==> config.mk <==
export PLATFORM = sky130hd
export DESIGN_NAME = rcv
export DESIGN_NICKNAME = d
export VERILOG_FILES = /design/src/rtl/rcv.sv
export SDC_FILE = /design/constraint.sdc
export NUM_CORES = 1
export LEC_CHECK = 0
export CAP_MARGIN = 20
export CORE_ASPECT_RATIO = 2
export CORE_UTILIZATION = 57
export DETAILED_ROUTE_END_ITERATION = 8
export PLACE_DENSITY_LB_ADDON = 0.12
export SYNTH_ARGS = -nofsm -noshare
export SYNTH_HDL_FRONTEND = slang
export SYNTH_SLANG_ARGS = --single-unit
==> constraint.sdc <==
create_clock -name clk -period 2.5 [get_ports clk]
set_clock_uncertainty 0.1 [all_clocks]
set_input_delay 0.5 -clock clk [delete_from_list [all_inputs] [get_ports clk]]
set_output_delay 0.5 -clock clk [all_outputs]
set_load 0.02 [all_outputs]
==> src/rtl/rcv.sv <==
// rcv: 8N1 UART receiver with a 16x oversampled majority-vote bit decision,
// a ready/charack byte handshake and sticky framing/overrun flags.
module rcv #(
   parameter logic        IDLELEVEL  = 1'b1,
   parameter logic        DATAINV    = 1'b0,
   parameter int unsigned BAUD       = 9600,
   parameter int unsigned CLOCK      = 12_000_000,
   parameter int unsigned OVERSAMPLE = 16
) (
   input  logic       clk,
   input  logic       reset,
   input  logic       rxpin,
   input  logic       charack,
   output logic [7:0] char,
   output logic       ready,
   output logic       framerr,
   output logic       overrun,
   output logic       busy
);

   localparam int unsigned DIV = (CLOCK + BAUD * OVERSAMPLE / 2) / (BAUD * OVERSAMPLE);
   localparam int unsigned TW  = (DIV > 1) ? $clog2(DIV) : 1;
   localparam int unsigned SW  = $clog2(OVERSAMPLE);
   localparam int unsigned M   = OVERSAMPLE / 2;

   typedef enum logic [2:0] {IDLE, START, DATA, STOP, WAITIDLE} state_t;

   state_t          state_q, state_d;
   logic [1:0]      sync_q;
   logic [TW-1:0]   tcnt_q, tcnt_d;
   logic [SW-1:0]   sub_q, sub_d;
   logic [2:0]      bit_q, bit_d;
   logic [7:0]      sh_q, sh_d;
   logic            v0_q, v0_d, v1_q, v1_d;
   logic [7:0]      char_d;
   logic            ready_d, framerr_d, overrun_d, busy_d;
   logic            rx, tick, mid, wrap, vote;

   assign rx   = sync_q[1];
   assign tick = (tcnt_q == TW'(DIV - 1));
   assign mid  = tick && (sub_q == SW'(M + 1));
   assign wrap = tick && (sub_q == SW'(OVERSAMPLE - 1));
   assign vote = (v0_q & v1_q) | (v0_q & rx) | (v1_q & rx);

   // Two-flop synchronizer for the (optionally inverted) serial input
   always_ff @(posedge clk or negedge reset) begin
      if (!reset) begin
         sync_q <= {IDLELEVEL, IDLELEVEL};
      end else begin
         sync_q <= {sync_q[0], rxpin ^ DATAINV};
      end
   end

   // State, counters, shift register and registered outputs
   always_ff @(posedge clk or negedge reset) begin
      if (!reset) begin
         state_q <= IDLE;
         tcnt_q  <= '0;
         sub_q   <= '0;
         bit_q   <= '0;
         sh_q    <= '0;
         v0_q    <= 1'b0;
         v1_q    <= 1'b0;
         char    <= 8'h00;
         ready   <= 1'b0;
         framerr <= 1'b0;
         overrun <= 1'b0;
         busy    <= 1'b0;
      end else begin
         state_q <= state_d;
         tcnt_q  <= tcnt_d;
         sub_q   <= sub_d;
         bit_q   <= bit_d;
         sh_q    <= sh_d;
         v0_q    <= v0_d;
         v1_q    <= v1_d;
         char    <= char_d;
         ready   <= ready_d;
         framerr <= framerr_d;
         overrun <= overrun_d;
         busy    <= busy_d;
      end
   end

   // Next-state, sampling and handshake logic
   always_comb begin
      state_d   = state_q;
      tcnt_d    = tcnt_q;
      sub_d     = sub_q;
      bit_d     = bit_q;
      sh_d      = sh_q;
      v0_d      = v0_q;
      v1_d      = v1_q;
      char_d    = char;
      ready_d   = ready;
      framerr_d = framerr;
      overrun_d = overrun;

      if (charack) begin
         ready_d   = 1'b0;
         framerr_d = 1'b0;
         overrun_d = 1'b0;
      end

      // Tick and sub-bit timing only runs while a frame is being sampled
      if (state_q == START || state_q == DATA || state_q == STOP) begin
         tcnt_d = tick ? '0 : tcnt_q + TW'(1);
         if (tick) begin
            sub_d = wrap ? '0 : sub_q + SW'(1);
            if (sub_q == SW'(M - 1)) v0_d = rx;
            if (sub_q == SW'(M))     v1_d = rx;
         end
      end

      case (state_q)
         IDLE: begin
            tcnt_d = '0;
            sub_d  = '0;
            if (rx != IDLELEVEL) state_d = START;
         end
         START: begin
            if (mid && vote == IDLELEVEL) begin
               state_d = IDLE;
            end else if (wrap) begin
               state_d = DATA;
               bit_d   = 3'd0;
            end
         end
         DATA: begin
            if (mid) sh_d = {vote, sh_q[7:1]};
            if (wrap) begin
               if (bit_q == 3'd7) state_d = STOP;
               else               bit_d   = bit_q + 3'd1;
            end
         end
         STOP: begin
            if (mid) begin
               if (vote == IDLELEVEL) begin
                  char_d  = sh_q;
                  if (ready && !charack) overrun_d = 1'b1;
                  ready_d = 1'b1;
                  state_d = IDLE;
               end else begin
                  framerr_d = 1'b1;
                  state_d   = WAITIDLE;
               end
            end
         end
         WAITIDLE: begin
            if (rx == IDLELEVEL) state_d = IDLE;
         end
         default: state_d = IDLE;
      endcase

      busy_d = (state_d != IDLE);
   end

endmodule

After elaboration in Yosys (flattened, before gate mapping)
Cells that the tools add are included.
{"block": "totals", "regBits": 41, "latchBits": 0, "ramBits": 0, "romBits": 0, "input_bits": 4, "output_inout_bits": 12, "elab_cells": 87, "memories": 0}
{"block": "op_classes", "add_sub_neg": 3, "mul": 0, "div": 0, "magnitude_cmp": 0, "n_eq_ne": 14, "shifts": 0, "n_mux": 34, "bitwise_logic": 5, "reduce_logical": 18}
{"operator": "$mux 3", "count": 12}
{"operator": "$mux 7", "count": 3}
{"operator": "$mux 4", "count": 4}
{"operator": "$pmux 3 s5", "count": 1}
{"operator": "$mux 1", "count": 13}
{"operator": "$eq 4x4->1 const B", "count": 3}
{"operator": "$reduce_and 3->1", "count": 3}
{"operator": "$ne 2x2->1 const B", "count": 4}
{"operator": "$add 7x1->7 const B", "count": 1}
{"operator": "$eq 7x7->1 const B", "count": 1}
{"operator": "$eq 3x2->1 const B", "count": 2}
{"operator": "$eq 3x3->1 const B", "count": 2}
{"operator": "$pmux 3 s2", "count": 1}
{"operator": "$reduce_bool 2->1", "count": 3}
{"operator": "$reduce_and 5->1", "count": 1}
{"operator": "$add 4x1->4 const B", "count": 1}
{"operator": "$eq 4x3->1 const B", "count": 1}
{"operator": "$logic_and 1x1->1", "count": 4}
{"operator": "$reduce_and 2->1", "count": 2}
{"operator": "$add 3x1->3 const B", "count": 1}
{"operator": "$and 1x1->1", "count": 3}
{"operator": "$eq 3x1->1 const B", "count": 1}
{"operator": "$logic_not 3->1", "count": 1}
{"operator": "$reduce_bool 3->1", "count": 1}
{"operator": "other kinds (3)", "count": 5}

Longest topological paths before layout
Gate-level depths: netlist of the first run.
{"block": "logic_depth", "ltp_word": 7, "ltp_mapped": 7, "depth_no_buf": 6}

Worst setup path after synthesis of the first run
Ideal clock, no wire load.
{"block": "synth_path", "kind": "register -> register", "from": "register tcnt_q[1]", "to": "register sh_q[0]", "setup_time_ns": 0.125, "arrival_ns": 1.602, "required_ns": 2.275, "slack_ns": 0.673, "stages_incl_launch_ff": 8, "path_buffers": 1, "period_less_slack_ns": 1.827, "cell_sequence": "dfrtp_1 inv_1 ha_1 nand4bb_4 nor2_4 and4b_1 buf_6 mux2_4"}
{"block": "synth_via", "elab_chain_len": 3}
{"item": "start, declared", "line": "30", "source": "logic [TW-1:0] tcnt_q, tcnt_d;"}
{"item": "start signal, assigned", "line": "71", "source": "tcnt_q <= tcnt_d;"}
{"item": "$eq 7x7->1", "line": "40", "source": "assign tick = (tcnt_q == TW'(DIV - 1));"}
{"item": "$logic_and 1x1->1", "line": "41", "source": "assign mid = tick && (sub_q == SW'(M + 1));"}
{"item": "$reduce_and 2->1 (no source line)"}
{"item": "end signal, assigned", "line": "61", "source": "sh_q <= '0;"}
{"item": "end signal, assigned", "line": "74", "source": "sh_q <= sh_d;"}
{"item": "end, declared", "line": "33", "source": "logic [7:0] sh_q, sh_d;"}
No other way between the ends.
A chain may end at the register's enable or synchronous reset.

Worst setup path in the final report of the first run
{"block": "layout_path", "from": "register tcnt_q[1]", "to": "register char[0]"}
{"block": "layout_via", "elab_chain_len": 3}
{"item": "$eq 7x7->1", "line": "40"}
{"item": "$logic_and 1x1->1", "line": "41"}
{"item": "$reduce_and 3->1 (no source line)"}
{"item": "end signal, assigned", "line": "77", "source": "char <= char_d;"}
{"item": "end, declared", "line": "14", "source": "output logic [7:0] char,"}
No other way between the ends.

==> impl_results.md, run 1 <==
* Status: complete, no violations
* Setup Viol. Count Final at 0
* Worst Hold Class: in -> async
* Final ANT Viol Nets at 0
* Post-synthesis sequential area ratio at 49.3%
* CP Capture Type: register
* CP Launch Type: register
* Syn Nets at between 150 and 200
* Leak at 1.13 nW
* Cell Rows at 30
* Max-slew violation count at 0
* Register area at slightly above 0.001 mm^2
* Fin util at between 60% and 70%
* N_diodes at 0
* Routability congestion estimate at around 0.8
* Most frequent cells in the layout: 39 x dfrtp_1, 16 x mux2_4, 14 x clkdlybuf4s50_1, 12 x nand2_1, 12 x nor2_1
* Fillers at 270
* Relative max-transition margin at ~42%
* Number of global-route vias before repair at 1,407
* Sw Pwr at 0.232 mW
* Crit path required time at 2.58 ns
* Yosys warnings at 0
* Core Region at between 0.003 and 0.004 mm^2
* Worst-path clk slew at approximately 0.08 ns
* Die W at 44.8 um
* Final Cycle Share at 86.5%
* Synthesized flop and latch total at 41
* Top FF cell, synth: dfrtp_1
* Comb power frac at 1.4%
* Initial antenna violation count at 0
* VDD IR max at 0.460 mV
* Clk_lat worst skew at 0.29 ns
* Starting Density at 60.5%
* Max-cap violations at 0
* Mapped Area at 0.00209 mm^2
* Drt pass-1 iters at 4
* CTS root buf: clkbuf_8
* Cell Int Power at between 0.9 and 1 mW
* Worst path depth at 6
* Tightest Pin Transition at about 0.87 ns
* Synth Instances at ~170
* CP Cell Sequence: inv_1 -> ha_1 -> nand4bb_4 -> nor2_4 -> and3_1 -> mux2_4
* I/O Pins at 16
* Switching share of power at 19.5%
* WP buf/inv at 1
* FFs w/ async S/R, synth at 100%
* Worst Reg2Reg Path Length in Cells at 6
* Crit path kind: reg -> reg
* Residual DRC count at 0
* First-iteration detailed-routing DRC count at 27
* Number of flops mapped to enable cells by yosys at 0
* Cts bufs inserted at 5
* Clock Path Buffers at 2
* Flop pwr share at 56.0%
* Commonest non-fill, non-tap cell in the layout: dfrtp_1
* Max Freq at 463 MHz
* Maximum fanout along the worst path at 9
* Detailed Place HPWL at 2820 um
* RSZ-0062 raised after global routing: no
* TritonCTS clock tree: yes
* Critical path's top delay family: simple AND/OR/NAND/NOR gates
* Syn avg cell area at 12.1 um^2
* Wirelength per Cell at 15.9 um
* Share of layout cells above drive strength 1 at 19.8%
* Nets at 203
* CTS sink count at between 40 and 50
* Vias per cell at between 5 and 6
* R2r setup slk at 0.34 ns
* PwrDens at between 500 and 600 mW/mm^2
* Setup Total Neg Slack at 0 ns
* First-pass GRT wire length at approximately 6400 um
* Crit path DAT at 2.24 ns
* Clock share of power at 42.6%
* Largest net degree at the start of global routing at between 40 and 50
* Crit-path max cell delay at 0.55 ns
* GRT Overall Usage at 22.5%
* Area of the multi-input gates at 983 um^2
* Final wirelength at 3810 um
* Area delta synth->final at 14.0%
* Postcts setup bufs at 0
* Die area at between 0.003 and 0.004 mm^2
* Max H-tree Level at 2
* Final Hold Viols at 0
* Total number of vias at 1,329
* Gr ovfl total at 0
* Post-CTS Resized at 0
* Fin crit period at 2.16 ns
* DIE HEIGHT at 87.6 um
* Yosys cell types at 47
* Critical-path top delay cell: and3_1
* Hold Buf Count CTS at 0
* Port Buffer Count at 15
-- per-stage QoR --
stage	instances	setup WS, ns	hold WS, ns	total power [mW]	cell area (um^2)
after floorplan	172	0.673	0.104	0.680	2090
after global placement	233	0.427	0.246	0.696	2280
after detailed placement	233	0.338	0.247	0.697	2280
after CTS	240	0.329	0.254	1.21	2380
after global routing	240	0.236	0.259	1.23	2380
final	240	0.338	0.220	1.19	2380
-- power groups by stage --
stage / combinational, mW / sequential (mW) / clock (mW)
after floorplan: 0.000364 / 0.680 / 0
after global placement: 0.0168 / 0.680 / 0
after detailed placement: 0.0177 / 0.680 / 0
after CTS: 0.0177 / 0.667 / 0.523
after global routing: 0.0197 / 0.667 / 0.548
final: 0.0163 / 0.667 / 0.508
-- worst paths after layout --
path,start,to
max,tcnt_q[1],char[0]
min,reset,char[7]
max reg2reg,tcnt_q[1],char[0]
min reg2reg,sync_q[0],sync_q[1]
max in group asynchronous,reset,tcnt_q[6]
min in group clk,sync_q[0],sync_q[1]
-- synth_stat cells (2+ instances only) --
cell type / n / share of area, %
nand4_1: 4 / 1.2
ha_1: 7 / 4.2
nand4b_1: 2 / 0.84
mux2_1: 2 / 1.1
nand3_1: 3 / 0.72
a21oi_1: 2 / 0.48
and3b_1: 2 / 0.84
xor2_1: 3 / 1.3
nand2_1: 12 / 2.2
inv_1: 10 / 1.8
o31ai_1: 2 / 0.72
and2b_1: 2 / 0.72
nor2_1: 12 / 2.2
dfrtp_1: 39 / 47
dfstp_2: 2 / 2.5
buf_6: 2 / 1.1
a21o_1: 3 / 1.1
nor3_1: 2 / 0.48
and3_1: 2 / 0.60
xnor2_1: 2 / 0.84
nand3b_1: 3 / 1.1
o21ai_1: 9 / 2.2
nand2b_1: 3 / 0.90
a211oi_1: 2 / 0.72
mux2_4: 16 / 12
and2_1: 3 / 0.90
-- metal layers --
layer | track usage [%] | vias to the layer above | routed length, um
li1 | - | 643 | -
met1 | 23.6 | 658 | 1460
met2 | 41.4 | 21 | 2180
met3 | 3.92 | 7 | 75
met4 | 10.2 | 0 | 98
met5 | 0 | - | 0
-- sequential cells by signal (all words and copies together), names as in the netlist, 2 cells and up --
signal   cells
bit_q        3
tcnt_q       7
char         8
sh_q         8
sub_q        4
state_q      3
sync_q       2
-- cell families after synthesis --
logic type / after synthesis / share of synthesized area [%]
AND/OR/NAND/NOR: 60 / 18.9
multiplexers: 18 / 12.6
buffers and inverters: 15 / 3.65
flip-flops: 41 / 49.3
AO/OA/AOI/OAI: 25 / 8.81
XOR/XNOR: 5 / 2.10
adder cells (fa/ha/maj): 8 / 4.73
-- cell type report --
class / instances / area share, %
clock inverter: 2 / 1.47
tap: 48 / 2.52
sequential: 41 / 43.2
clock buffer: 5 / 2.89
inverter: 10 / 1.58
timing repair buffer: 18 / 7.04
multi-input combinational: 116 / 41.3
Note: power is estimated with default switching activity, not from simulation.
==> run 2, diff against run 1 <==
Clock period 2.5 ns to 2.31 ns, I/O delays scaled along.
==> impl_results.md, run 2 (synthesis results as in run 1) <==
* Largest regs: char: 8 flops, sh_q: 8 flops, tcnt_q: 7 flops
* Nets at 206 (+1.5%)
* Commonest non-fill, non-tap cell in the layout: dfrtp_1
* First-pass GRT wire length at 6890 um (+7.8%)
* Routability congestion estimate at 0.788 (-1.7%)
* Leak at 1.16 nW (+2.5%)
* Residual DRC count at 0 (unchanged)
* Worst-path clk slew at 0.08 ns (about the same)
* Final setup margin at 0.273 ns (-0.0649 ns)
* Clk_lat worst skew at 0.29 ns (about the same)
* Sw Pwr at 0.260 mW (+12%)
* Number of global-route vias before repair at 1,449 (+3.0%)
* Final wirelength at 4020 um (+5.6%)
* Vias per cell at 5.73 (+3.4%)
* Largest net degree at the start of global routing at 19 (-55%)
* Fin util at 70.5% (+1.6 points)
* Crit path DAT at 2.10 ns (-0.14 ns)
* CP Cell Sequence: inv_1 -> ha_1 -> nand4bb_4 -> nor2_4 -> and4b_1 -> buf_4 -> mux2_4
* Cts bufs inserted at 5 (unchanged)
* Drt pass-1 iters at 4 (unchanged)
* Switching share of power at 18.3% (-1.1 points)
* Setup Total Neg Slack at 0 ns (unchanged)
* Die area at 0.00392 mm^2 (unchanged)
* Area delta synth->final at 16.7%
* Final Cycle Share at 88.2% (+1.7 points)
* VDD IR max at 0.544 mV (+18%)
* Clock Path Buffers at 2 (unchanged)
* Post-Place Worst Slack at 0.331 ns (-0.00655 ns)
* Share of layout cells above drive strength 1 at 20.9% (+1.1 points)
* Starting Density at 60.5% (unchanged)
* Setup Viol. Count Final at 0 (unchanged)
* GRT Overall Usage at 24.2% (+1.7 points)
* Max Freq at 491 MHz (+6.1%)
* Tightest Pin Transition at 0.496 ns (-0.373 ns)
* Flop pwr share at 51.0% (-5.0 points)
* Hold_ws at 0.264 ns (+0.0438 ns)
* Crit path required time at 2.38 ns (-0.20 ns)
* Crit-path max cell delay at 0.41 ns (-0.14 ns)
* Clock share of power at 47.5% (+4.9 points)
* Gr ovfl total at 0 (unchanged)
* Cell Int Power at 1.16 mW (+21%)
* RSZ-0062 raised after global routing: no
* CTS sink count at 41 (unchanged)
* Crit path kind: reg -> reg
* Critical-path top delay cell: dfrtp_1
* Initial antenna violation count at 0 (unchanged)
* Cell Rows at 30 (unchanged)
* DIE HEIGHT at 87.6 um (unchanged)
* Fillers at 263 (-2.6%)
* First-iteration detailed-routing DRC count at 32 (+19%)
* Detailed Place HPWL at 2950 um (+4.5%)
* Core Region at 0.00345 mm^2 (unchanged)
* Max-cap violations at 0 (unchanged)
* Most frequent cells in the layout: 39 x dfrtp_1, 16 x mux2_4, 14 x clkdlybuf4s50_1, 12 x nand2_1, 12 x nor2_1
* Comb power frac at 1.6% (+0.2 points)
* Final Hold Viols at 0 (unchanged)
* Port Buffer Count at 15 (unchanged)
* I/O Pins at 16 (unchanged)
* Postcts setup bufs at 0 (unchanged)
* PwrDens at 581 mW/mm^2 (+16%)
* CP Capture Type: register
* Fin crit period at 2.04 ns (-0.125 ns)
* Die W at 44.8 um (unchanged)
* Maximum fanout along the worst path at 8 (-1)
* Wirelength per Cell at 16.5 um (+3.8%)
* CP Launch Type: register
* Status: complete, no violations
* Total number of vias at 1,397 (+5.1%)
* Relative max-transition margin at 66.8% (+25 points)
* Final ANT Viol Nets at 0 (unchanged)
* N_diodes at 0 (unchanged)
* Max H-tree Level at 2 (unchanged)
* Worst Hold Class: reg -> reg
* CTS root buf: clkbuf_8
* TritonCTS clock tree: yes
* R2r setup slk at 0.27 ns (-0.06 ns)
* Total power at 1.42 mW (+19%)
* Max-slew violation count at 0 (unchanged)
[run 2: repair_timing]
action | CTS | global route
gates resized for setup | 0 | 0
endpoints found under the hold margin | 8 | 0
hold buffers | 1 | 0
[run 2: path summary, 6_finish.rpt]
kind | startpoint | end | cells after the start
max | tcnt_q[1] | sh_q[3] | 7
max reg2reg | tcnt_q[1] | sh_q[3] | 7
min in group asynchronous | reset | state_q[0] | 2
min | sync_q[0] | sync_q[1] | 0
min reg2reg | sync_q[0] | sync_q[1] | 0
max in group asynchronous | reset | sync_q[1] | 3
[run 2: metal layers]
metal	global-route usage, %	up-vias	wire length, um
li1	-	658	-
met1	26.6	692	1570
met2	45.1	41	2270
met3	4.54	6	135
met4	7.16	0	49
met5	0	-	0
[run 2: final cells by class]
cell class,count,area [um^2],share of cell area [%]
timing repair buffer,21,193,7.91
clock inverter,3,65.1,2.67
sequential,41,1030,42.2
tap,48,60.1,2.47
multi-input combinational,116,983,40.4
clock buffer,5,68.8,2.82
inverter,10,37.5,1.54
[run 2: metrics by stage]
stage          instance area (um^2)  instances
2_1_floorplan                  2090        172
3_3_place_gp                   2290        235
3_5_place_dp                   2290        235
4_1_cts                        2440        244
5_1_grt                        2440        244
6_report                       2440        244
[run 2: critical path: cells and delay by family, from the launching register on]
kind | cells | cell delay [ns]
adder cells (fa/ha/maj) | 1 | 0.22
flip-flops | 1 | 0.41
multiplexers | 1 | 0.32
AND/OR/NAND/NOR | 3 | 0.59
buffers and inverters | 2 | 0.27
[run 2: power groups by stage]
| stage | clock, mW | combinational (mW) | sequential, mW |
|---|---|---|---|
| 3_5_place_dp | 0 | 0.0220 | 0.736 |
| 5_1_grt | 0.713 | 0.0264 | 0.722 |
| 2_1_floorplan | 0 | 0.000394 | 0.735 |
| 4_1_cts | 0.684 | 0.0233 | 0.722 |
| 6_report | 0.672 | 0.0224 | 0.722 |
| 3_3_place_gp | 0 | 0.0209 | 0.736 |
